===== config.mk =====
export PLATFORM = sky130hd
export DESIGN_NAME = ex_muldiv_sequencer
export DESIGN_NICKNAME = d
export VERILOG_FILES = /design/src/rtl/ex_muldiv_sequencer.sv
export SDC_FILE = /design/constraint.sdc
export NUM_CORES = 1
export LEC_CHECK = 0
export CAP_MARGIN = 15
export CORE_UTILIZATION = 45
export CTS_CLUSTER_SIZE = 40
export DETAILED_ROUTE_END_ITERATION = 8
export GPL_TIMING_DRIVEN = 0
export PLACE_DENSITY = 0.66
export SYNTH_ARGS = -nofsm -noshare
export SYNTH_HDL_FRONTEND = slang
export SYNTH_SLANG_ARGS = --single-unit

===== constraint.sdc =====
create_clock -name clk -period 5.17 [get_ports clk]
set_input_delay 1.034 -clock clk [delete_from_list [all_inputs] [get_ports clk]]
set_output_delay 1.034 -clock clk [all_outputs]
set_load 0.05 [all_outputs]

===== src/rtl/ex_muldiv_sequencer.sv =====
// ---------------------------------------------------------------------------
// ex_muldiv_sequencer
//
// Iterative RV32M multiply/divide unit that sits beside the EX-stage ALU.
// It uses shift-add multiply and restoring divide, one bit per cycle, on one
// shared 2*XLEN accumulator and iteration counter. While an operation runs it
// raises a stall request. When the operation ends it shows the result for
// one cycle.
//
// Ports
//   clk            : rising-edge clock
//   reset          : asynchronous active-low reset
//   start          : EX holds a valid M-extension instruction
//   flush          : kill the in-flight or requested operation
//   op             : funct3 (0 MUL,1 MULH,2 MULHSU,3 MULHU,4 DIV,5 DIVU,6 REM,7 REMU)
//   rs1_data       : forwarded rs1 operand
//   rs2_data       : forwarded rs2 operand
//   rd_addr        : destination register
//   stall          : freeze IF/ID/EX, bubble into MEM
//   busy           : sequencer is iterating
//   result_valid   : result is valid this cycle (single-cycle pulse)
//   result         : final result, holds its value outside the valid cycle
//   result_rd_addr : rd captured at start, holds its value outside the valid cycle
// ---------------------------------------------------------------------------
module ex_muldiv_sequencer #(
  parameter int XLEN           = 32,
  parameter int REG_ADDR_WIDTH = 5,
  parameter int CNT_W          = 6
) (
  input  logic                      clk,
  input  logic                      reset,
  input  logic                      start,
  input  logic                      flush,
  input  logic [2:0]                op,
  input  logic [XLEN-1:0]           rs1_data,
  input  logic [XLEN-1:0]           rs2_data,
  input  logic [REG_ADDR_WIDTH-1:0] rd_addr,
  output logic                      stall,
  output logic                      busy,
  output logic                      result_valid,
  output logic [XLEN-1:0]           result,
  output logic [REG_ADDR_WIDTH-1:0] result_rd_addr
);

  localparam logic [2:0] OP_MUL    = 3'd0;
  localparam logic [2:0] OP_MULH   = 3'd1;
  localparam logic [2:0] OP_MULHSU = 3'd2;
  localparam logic [2:0] OP_MULHU  = 3'd3;
  localparam logic [2:0] OP_DIV    = 3'd4;
  localparam logic [2:0] OP_DIVU   = 3'd5;
  localparam logic [2:0] OP_REM    = 3'd6;
  localparam logic [2:0] OP_REMU   = 3'd7;

  typedef enum logic [1:0] {
    S_IDLE = 2'd0,
    S_BUSY = 2'd1,
    S_DONE = 2'd2
  } state_t;

  state_t                      r_state;
  logic [CNT_W-1:0]            r_cnt;
  logic [2*XLEN-1:0]           r_acc;     // mul: {partial, multiplier}; div: {rem, quot}
  logic [XLEN-1:0]             r_opb;     // multiplicand or divisor magnitude
  logic [2:0]                  r_op;
  logic [REG_ADDR_WIDTH-1:0]   r_rd;
  logic                        r_neg_lo;  // negate product / quotient
  logic                        r_neg_hi;  // negate remainder
  logic [XLEN-1:0]             r_result;
  logic [REG_ADDR_WIDTH-1:0]   r_rd_out;
  logic                        r_valid;
  logic                        r_busy;

  // Operand decode at issue
  logic                        w_signed_div;
  logic                        w_sa;
  logic                        w_sb;
  logic [XLEN-1:0]             w_a_mag;
  logic [XLEN-1:0]             w_b_mag;
  logic                        w_div_zero;
  logic                        w_div_ovf;
  logic                        w_fast;
  logic [XLEN-1:0]             w_fast_result;

  // Iteration datapath
  logic [XLEN:0]               w_sum;
  logic [2*XLEN-1:0]           w_mul_nxt;
  logic [XLEN:0]               w_rem_sh;
  logic                        w_ge;
  logic [XLEN-1:0]             w_sub;
  logic [2*XLEN-1:0]           w_div_nxt;
  logic [2*XLEN-1:0]           w_acc_nxt;
  logic [2*XLEN-1:0]           w_prod_s;
  logic [XLEN-1:0]             w_quot;
  logic [XLEN-1:0]             w_rem;
  logic [XLEN-1:0]             w_final;

  // DIV and REM are the signed divides (even funct3 with bit 2 set)
  assign w_signed_div = op[2] & ~op[0];
  assign w_sa = rs1_data[XLEN-1] & ((op == OP_MULH) | (op == OP_MULHSU) | w_signed_div);
  assign w_sb = rs2_data[XLEN-1] & ((op == OP_MULH) | w_signed_div);
  assign w_a_mag = w_sa ? (~rs1_data + {{(XLEN-1){1'b0}}, 1'b1}) : rs1_data;
  assign w_b_mag = w_sb ? (~rs2_data + {{(XLEN-1){1'b0}}, 1'b1}) : rs2_data;

  assign w_div_zero = op[2] & (rs2_data == {XLEN{1'b0}});
  assign w_div_ovf  = w_signed_div & (rs1_data == {1'b1, {(XLEN-1){1'b0}}})
                      & (rs2_data == {XLEN{1'b1}});
  assign w_fast     = w_div_zero | w_div_ovf;

  // Result of the fast path; op[1] marks the remainder ops
  always_comb begin
    w_fast_result = {XLEN{1'b0}};
    if (w_div_zero) begin
      w_fast_result = op[1] ? rs1_data : {XLEN{1'b1}};
    end else begin
      w_fast_result = op[1] ? {XLEN{1'b0}} : rs1_data;
    end
  end

  // Multiply step: add the multiplicand to the upper half when the multiplier LSB is set, then shift right
  assign w_sum     = {1'b0, r_acc[2*XLEN-1:XLEN]} + (r_acc[0] ? {1'b0, r_opb} : {(XLEN+1){1'b0}});
  assign w_mul_nxt = {w_sum, r_acc[XLEN-1:1]};

  // Divide step: the shifted remainder needs XLEN+1 bits. The committed
  // difference is always below the divisor, so it fits in XLEN bits.
  assign w_rem_sh  = {r_acc[2*XLEN-1:XLEN], r_acc[XLEN-1]};
  assign w_ge      = (w_rem_sh >= {1'b0, r_opb});
  assign w_sub     = w_rem_sh[XLEN-1:0] - r_opb;
  assign w_div_nxt = w_ge ? {w_sub, r_acc[XLEN-2:0], 1'b1}
                          : {w_rem_sh[XLEN-1:0], r_acc[XLEN-2:0], 1'b0};

  assign w_acc_nxt = r_op[2] ? w_div_nxt : w_mul_nxt;

  // Sign fix-up on the final accumulator value
  assign w_prod_s = r_neg_lo ? (~w_acc_nxt + {{(2*XLEN-1){1'b0}}, 1'b1}) : w_acc_nxt;
  assign w_quot   = r_neg_lo ? (~w_acc_nxt[XLEN-1:0] + {{(XLEN-1){1'b0}}, 1'b1})
                             : w_acc_nxt[XLEN-1:0];
  assign w_rem    = r_neg_hi ? (~w_acc_nxt[2*XLEN-1:XLEN] + {{(XLEN-1){1'b0}}, 1'b1})
                             : w_acc_nxt[2*XLEN-1:XLEN];

  // Select the architectural result for the latched op
  always_comb begin
    w_final = {XLEN{1'b0}};
    case (r_op)
      OP_MUL:    w_final = w_prod_s[XLEN-1:0];
      OP_MULH:   w_final = w_prod_s[2*XLEN-1:XLEN];
      OP_MULHSU: w_final = w_prod_s[2*XLEN-1:XLEN];
      OP_MULHU:  w_final = w_prod_s[2*XLEN-1:XLEN];
      OP_DIV:    w_final = w_quot;
      OP_DIVU:   w_final = w_quot;
      OP_REM:    w_final = w_rem;
      OP_REMU:   w_final = w_rem;
      default:   w_final = {XLEN{1'b0}};
    endcase
  end

  // Sequencer FSM and datapath registers
  always_ff @(posedge clk or negedge reset) begin
    if (!reset) begin
      r_state  <= S_IDLE;
      r_cnt    <= {CNT_W{1'b0}};
      r_acc    <= {(2*XLEN){1'b0}};
      r_opb    <= {XLEN{1'b0}};
      r_op     <= 3'd0;
      r_rd     <= {REG_ADDR_WIDTH{1'b0}};
      r_neg_lo <= 1'b0;
      r_neg_hi <= 1'b0;
      r_result <= {XLEN{1'b0}};
      r_rd_out <= {REG_ADDR_WIDTH{1'b0}};
      r_valid  <= 1'b0;
      r_busy   <= 1'b0;
    end else if (flush) begin
      r_state <= S_IDLE;
      r_valid <= 1'b0;
      r_busy  <= 1'b0;
    end else begin
      case (r_state)
        S_IDLE: begin
          if (start) begin
            r_op     <= op;
            r_rd     <= rd_addr;
            r_neg_lo <= w_sa ^ w_sb;
            r_neg_hi <= w_sa;
            if (w_fast) begin
              r_result <= w_fast_result;
              r_rd_out <= rd_addr;
              r_valid  <= 1'b1;
              r_busy   <= 1'b0;
              r_state  <= S_DONE;
            end else begin
              r_acc   <= {{XLEN{1'b0}}, w_a_mag};
              r_opb   <= w_b_mag;
              r_cnt   <= CNT_W'(XLEN-1);
              r_valid <= 1'b0;
              r_busy  <= 1'b1;
              r_state <= S_BUSY;
            end
          end else begin
            r_valid <= 1'b0;
            r_busy  <= 1'b0;
          end
        end
        S_BUSY: begin
          r_acc <= w_acc_nxt;
          r_cnt <= r_cnt - {{(CNT_W-1){1'b0}}, 1'b1};
          if (r_cnt == {CNT_W{1'b0}}) begin
            r_result <= w_final;
            r_rd_out <= r_rd;
            r_valid  <= 1'b1;
            r_busy   <= 1'b0;
            r_state  <= S_DONE;
          end else begin
            r_busy <= 1'b1;
          end
        end
        S_DONE: begin
          r_valid <= 1'b0;
          r_busy  <= 1'b0;
          r_state <= S_IDLE;
        end
        default: begin
          r_valid <= 1'b0;
          r_busy  <= 1'b0;
          r_state <= S_IDLE;
        end
      endcase
    end
  end

  // The stall request is combinational so that EX freezes in the same cycle as the request.
  // It is gated by reset so that it goes low at once while reset is asserted.
  assign stall = reset & ~flush & (((r_state == S_IDLE) & start) | (r_state == S_BUSY));

  assign busy           = r_busy;
  assign result_valid   = r_valid & ~flush;
  assign result         = r_result;
  assign result_rd_addr = r_rd_out;

endmodule


==> results.md <==
- Status: finished, violations left
- Violated checks: negative setup slack
- Adder-Cell Fraction of Synth Area: 5.994%
- Root Driver: clkbuf_16
- Die height: 188.5 µm
- CP Class: reg -> reg
- CP startpoint kind: flip-flop
- Mean post-synth cell area: 7.705 µm²
- R2R Path End: result[30]$_DFFE_PN0P_
- Initial antenna violation count: 4
- Post-route DRC: 0
- Vias per Instance: 6.589
- Worst skew pair latency: 0.48 ns
- Num Clock Sinks: 153
- Synth Area in Simple Gates: 22.52%
- Pwr dens: 705.6 nW/µm²
- Mux cell area share after synthesis: 4.044%
- Max-slew headroom: 18.27%
- All-Layer GR Usage: 40.25%
- Most common library cell in the layout ignoring fill and taps: nand2_1
- TritonCTS Buffers: 17
- Vias in the first global route: 16,150
- Starting Density: 46.23%
- TritonCTS clock tree: yes
- Reg-to-reg critical path startpoint: r_acc[0]$_DFFE_PN0P_
- I/O pin count: 116
- Worst hold slack: 0.4594 ns
- Final worst slack: -0.06571 ns
- Synthesized net count: 2,181
- Yosys cell types: 100
- Pin count of the biggest net entering global routing: 104
- Setup WS pre-CTS: -1.345 ns
- Max frequency: 0.1910 GHz
- Die area: 35,540 µm²
- Remaining Overflow, GRT: 0
- Critical Path RT: 5.53 ns
- Largest family of logic cells by synthesized area: compound AO/OA/AOI/OAI gates
- # rows: 67
- Top_reg_cell synth: dfrtp_1
- Final min period: 5.236 ns
- CORE AREA: 33,870 µm²
- Final hold violations: 0
- Nets@finish: 2,396
- CTS H-Tree Depth: 4
- WP data arrival: 5.60 ns
- Number of synthesis warnings: 0
- DR iter-0 viols: 2,070
- Design area: 19,480 µm²
- Clock skew: 0.01729 ns
- Post-place instance area: 17,410 µm²
- Compound-Gate Fraction of Synth Area: 28.26%
- RSZ-0062 raised after global routing: true
- Final WL: 73,190 µm
- Final Util: 57.51%
- Routed Antenna Nets: 0
- Drt pass-1 iters: 6
- Gp weighted congestion: 1.027
- Die Wd: 188.5 µm
- Slew @ Worst Pin: 1.221 ns
- First-pass GRT wire length: 105,100 µm
- Part of the cycle the worst path needs: 101.3%
- Vias: 17,860
- Post-Synth XOR/XNOR Area: 9.958%
- Min-Delay Path Class: in -> async
- Final Max Tran Viols: 0
- DR WL/cell: 27.01 µm
- Max-cap viol count: 0
- Layout Area Growth over Synthesis: 24.40%
- Reg2reg path depth: 17
- Dpl hpwl: 57,160 µm
- Worst VDD drop: 0.3251 mV
- Synth Cell Area: 15,660 µm²
- Port Buffers: 114
- Register bit total from synthesis: 153
- Total power: 13.74 mW
- Post-synth EDFFs: 0
- Max clock buf depth: 2
- Number of setup violations in the final report: 4
- Share of post-route cells with drive strength above 1: 16.19%
- Most frequent cells in the layout: 249 x nand2_1, 195 x o21ai_0, 151 x nor2_1, 148 x a21oi_1, 133 x dfrtp_1
- Critical-path maximum fanout: 10
- Async set-reset flop share out of synthesis: 100.0%
- Register area share after synthesis: 24.45%
- Leakage: 7.854 nW
- Gate Count Post-Synth: 2,032
- Crit path capture type: flip-flop
- R2R Setup Slk: -0.07 ns
- CTS clk-pin slew, worst paths: 0.08 ns
## metal layers
layer	wire (µm)	vias to the layer above	part of all wire, %	track usage [%]
li1	-	7901	-	-
met1	30990	8701	42	55.71
met2	29340	1078	40	54.95
met3	9998	173	14	16.32
met5	37	-	0.051	1.923
met4	2825	4	3.9	15.51
## cell usage after synthesis, drive strengths merged (7+ instances only)
| cell type | instances | share of area [%] |
|---|---|---|
| xor2 | 72 | 4.0 |
| and2 | 41 | 1.6 |
| o21ai | 211 | 6.8 |
| a221oi | 21 | 1.3 |
| a22o | 12 | 0.67 |
| a211oi | 22 | 1.2 |
| xnor2 | 106 | 5.9 |
| a311oi | 16 | 1.4 |
| o221ai | 13 | 0.73 |
| nor3 | 62 | 2.2 |
| nor3b | 8 | 0.38 |
| or2 | 15 | 0.60 |
| o21a | 13 | 0.62 |
| and3 | 13 | 0.52 |
| inv | 69 | 1.7 |
| ha | 71 | 5.7 |
| dfrtp | 153 | 24 |
| a31oi | 22 | 0.88 |
| clkbuf | 79 | 1.9 |
| or3 | 14 | 0.56 |
| o41ai | 11 | 0.76 |
| mux2 | 23 | 1.7 |
| nor4 | 25 | 1.1 |
| a222oi | 7 | 0.45 |
| mux2i | 37 | 2.4 |
| o211ai | 17 | 0.94 |
| a21boi | 7 | 0.36 |
| nand2 | 253 | 6.1 |
| nand3 | 30 | 1.0 |
| nor2 | 157 | 3.8 |
| nand2b | 11 | 0.44 |
| a21oi | 163 | 5.2 |
| a21o | 30 | 1.4 |
| nand4 | 35 | 1.4 |
| o31ai | 40 | 2.1 |
| buf | 35 | 1.2 |
| nor2b | 19 | 0.76 |
| a211o | 12 | 0.67 |
| or4 | 8 | 0.38 |
## per-stage QoR
stage	instances	TNS, ns
after global placement	2594	-643.38
after floorplan	2032	0
after CTS	2649	0
final	2710	-0.1793
after global routing	2710	-0.5565
after detailed placement	2598	-47.93
## critical path: stages, from the launching register on
cell and delay (ns):
dfrtp_2 0.51, clkbuf_2 0.23, and2_1 0.18, ha_1 0.36
a21o_1 0.26, o21bai_2 0.26, o211ai_1 0.14, buf_4 0.17
a211oi_2 0.42, nor2_1 0.11, xnor2_1 0.20, mux2i_2 0.65
nand3_1 0.27, nand4bb_4 0.37, o41ai_4 0.43, xnor2_1 0.16
o21ai_1 0.08, a211o_1 0.31
## cells by family after synthesis
logic type,Yosys count
AOI/OAI and AO/OA,667
xor gates and xnor gates,178
adders and majority gates,74
buffers and inverters,183
DFF,153
muxes,60
and+or+nand+nor,717
## state kept, by name, indices dropped and copies added (netlist names)
signal	count
r_valid	1
r_neg_hi	1
r_op	3
r_state	2
busy	1
result_rd_addr	5
result	32
r_rd	5
r_neg_lo	1
r_acc	64
r_cnt	6
r_opb	32
## worst max-delay path by stage
stage	from	end	slack, ns	cells after the start
floorplan	r_acc[32]$_DFFE_PN0P_	result[30]$_DFFE_PN0P_	0.45	22
global placement	reset	stall	-4.82	4
detailed placement	r_op[2]$_DFFE_PN0P_	result[28]$_DFFE_PN0P_	-1.34	19
CTS	r_acc[49]$_DFFE_PN0P_	result[30]$_DFFE_PN0P_	0.02	24
global route	r_opb[1]$_DFFE_PN0P_	result[30]$_DFFE_PN0P_	-0.15	24
finish	r_acc[0]$_DFFE_PN0P_	result[30]$_DFFE_PN0P_	-0.07	17
## report_power, final
group	internal, mW	leakage [nW]	total [mW]	switching, mW
clock	0.709	0.302	1.38	0.669
sequential	1.65	1.88	2.16	0.511
combinational	3.67	5.67	10.2	6.54
total	6.02	7.85	13.7	7.72
## repair_timing
action	CTS	global route
endpoints found under the setup margin	41	52
resized for setup	79	128
buffers inserted	19	59
hold buffers	0	0
pin swaps	20	29
## layout make-up
type                       instances  area [µm²]
clock buffer                      18       439.2
inverter                          69       262.8
clock inverter                    14       171.4
multi-input combinational       1696       11830
timing repair buffer             196        1790
antenna                            2       5.005
sequential                       153        3854
tap                              448       560.5
fill                            3224       14390
buffer                           114       568.0
(Power assumes the default switching activity.)
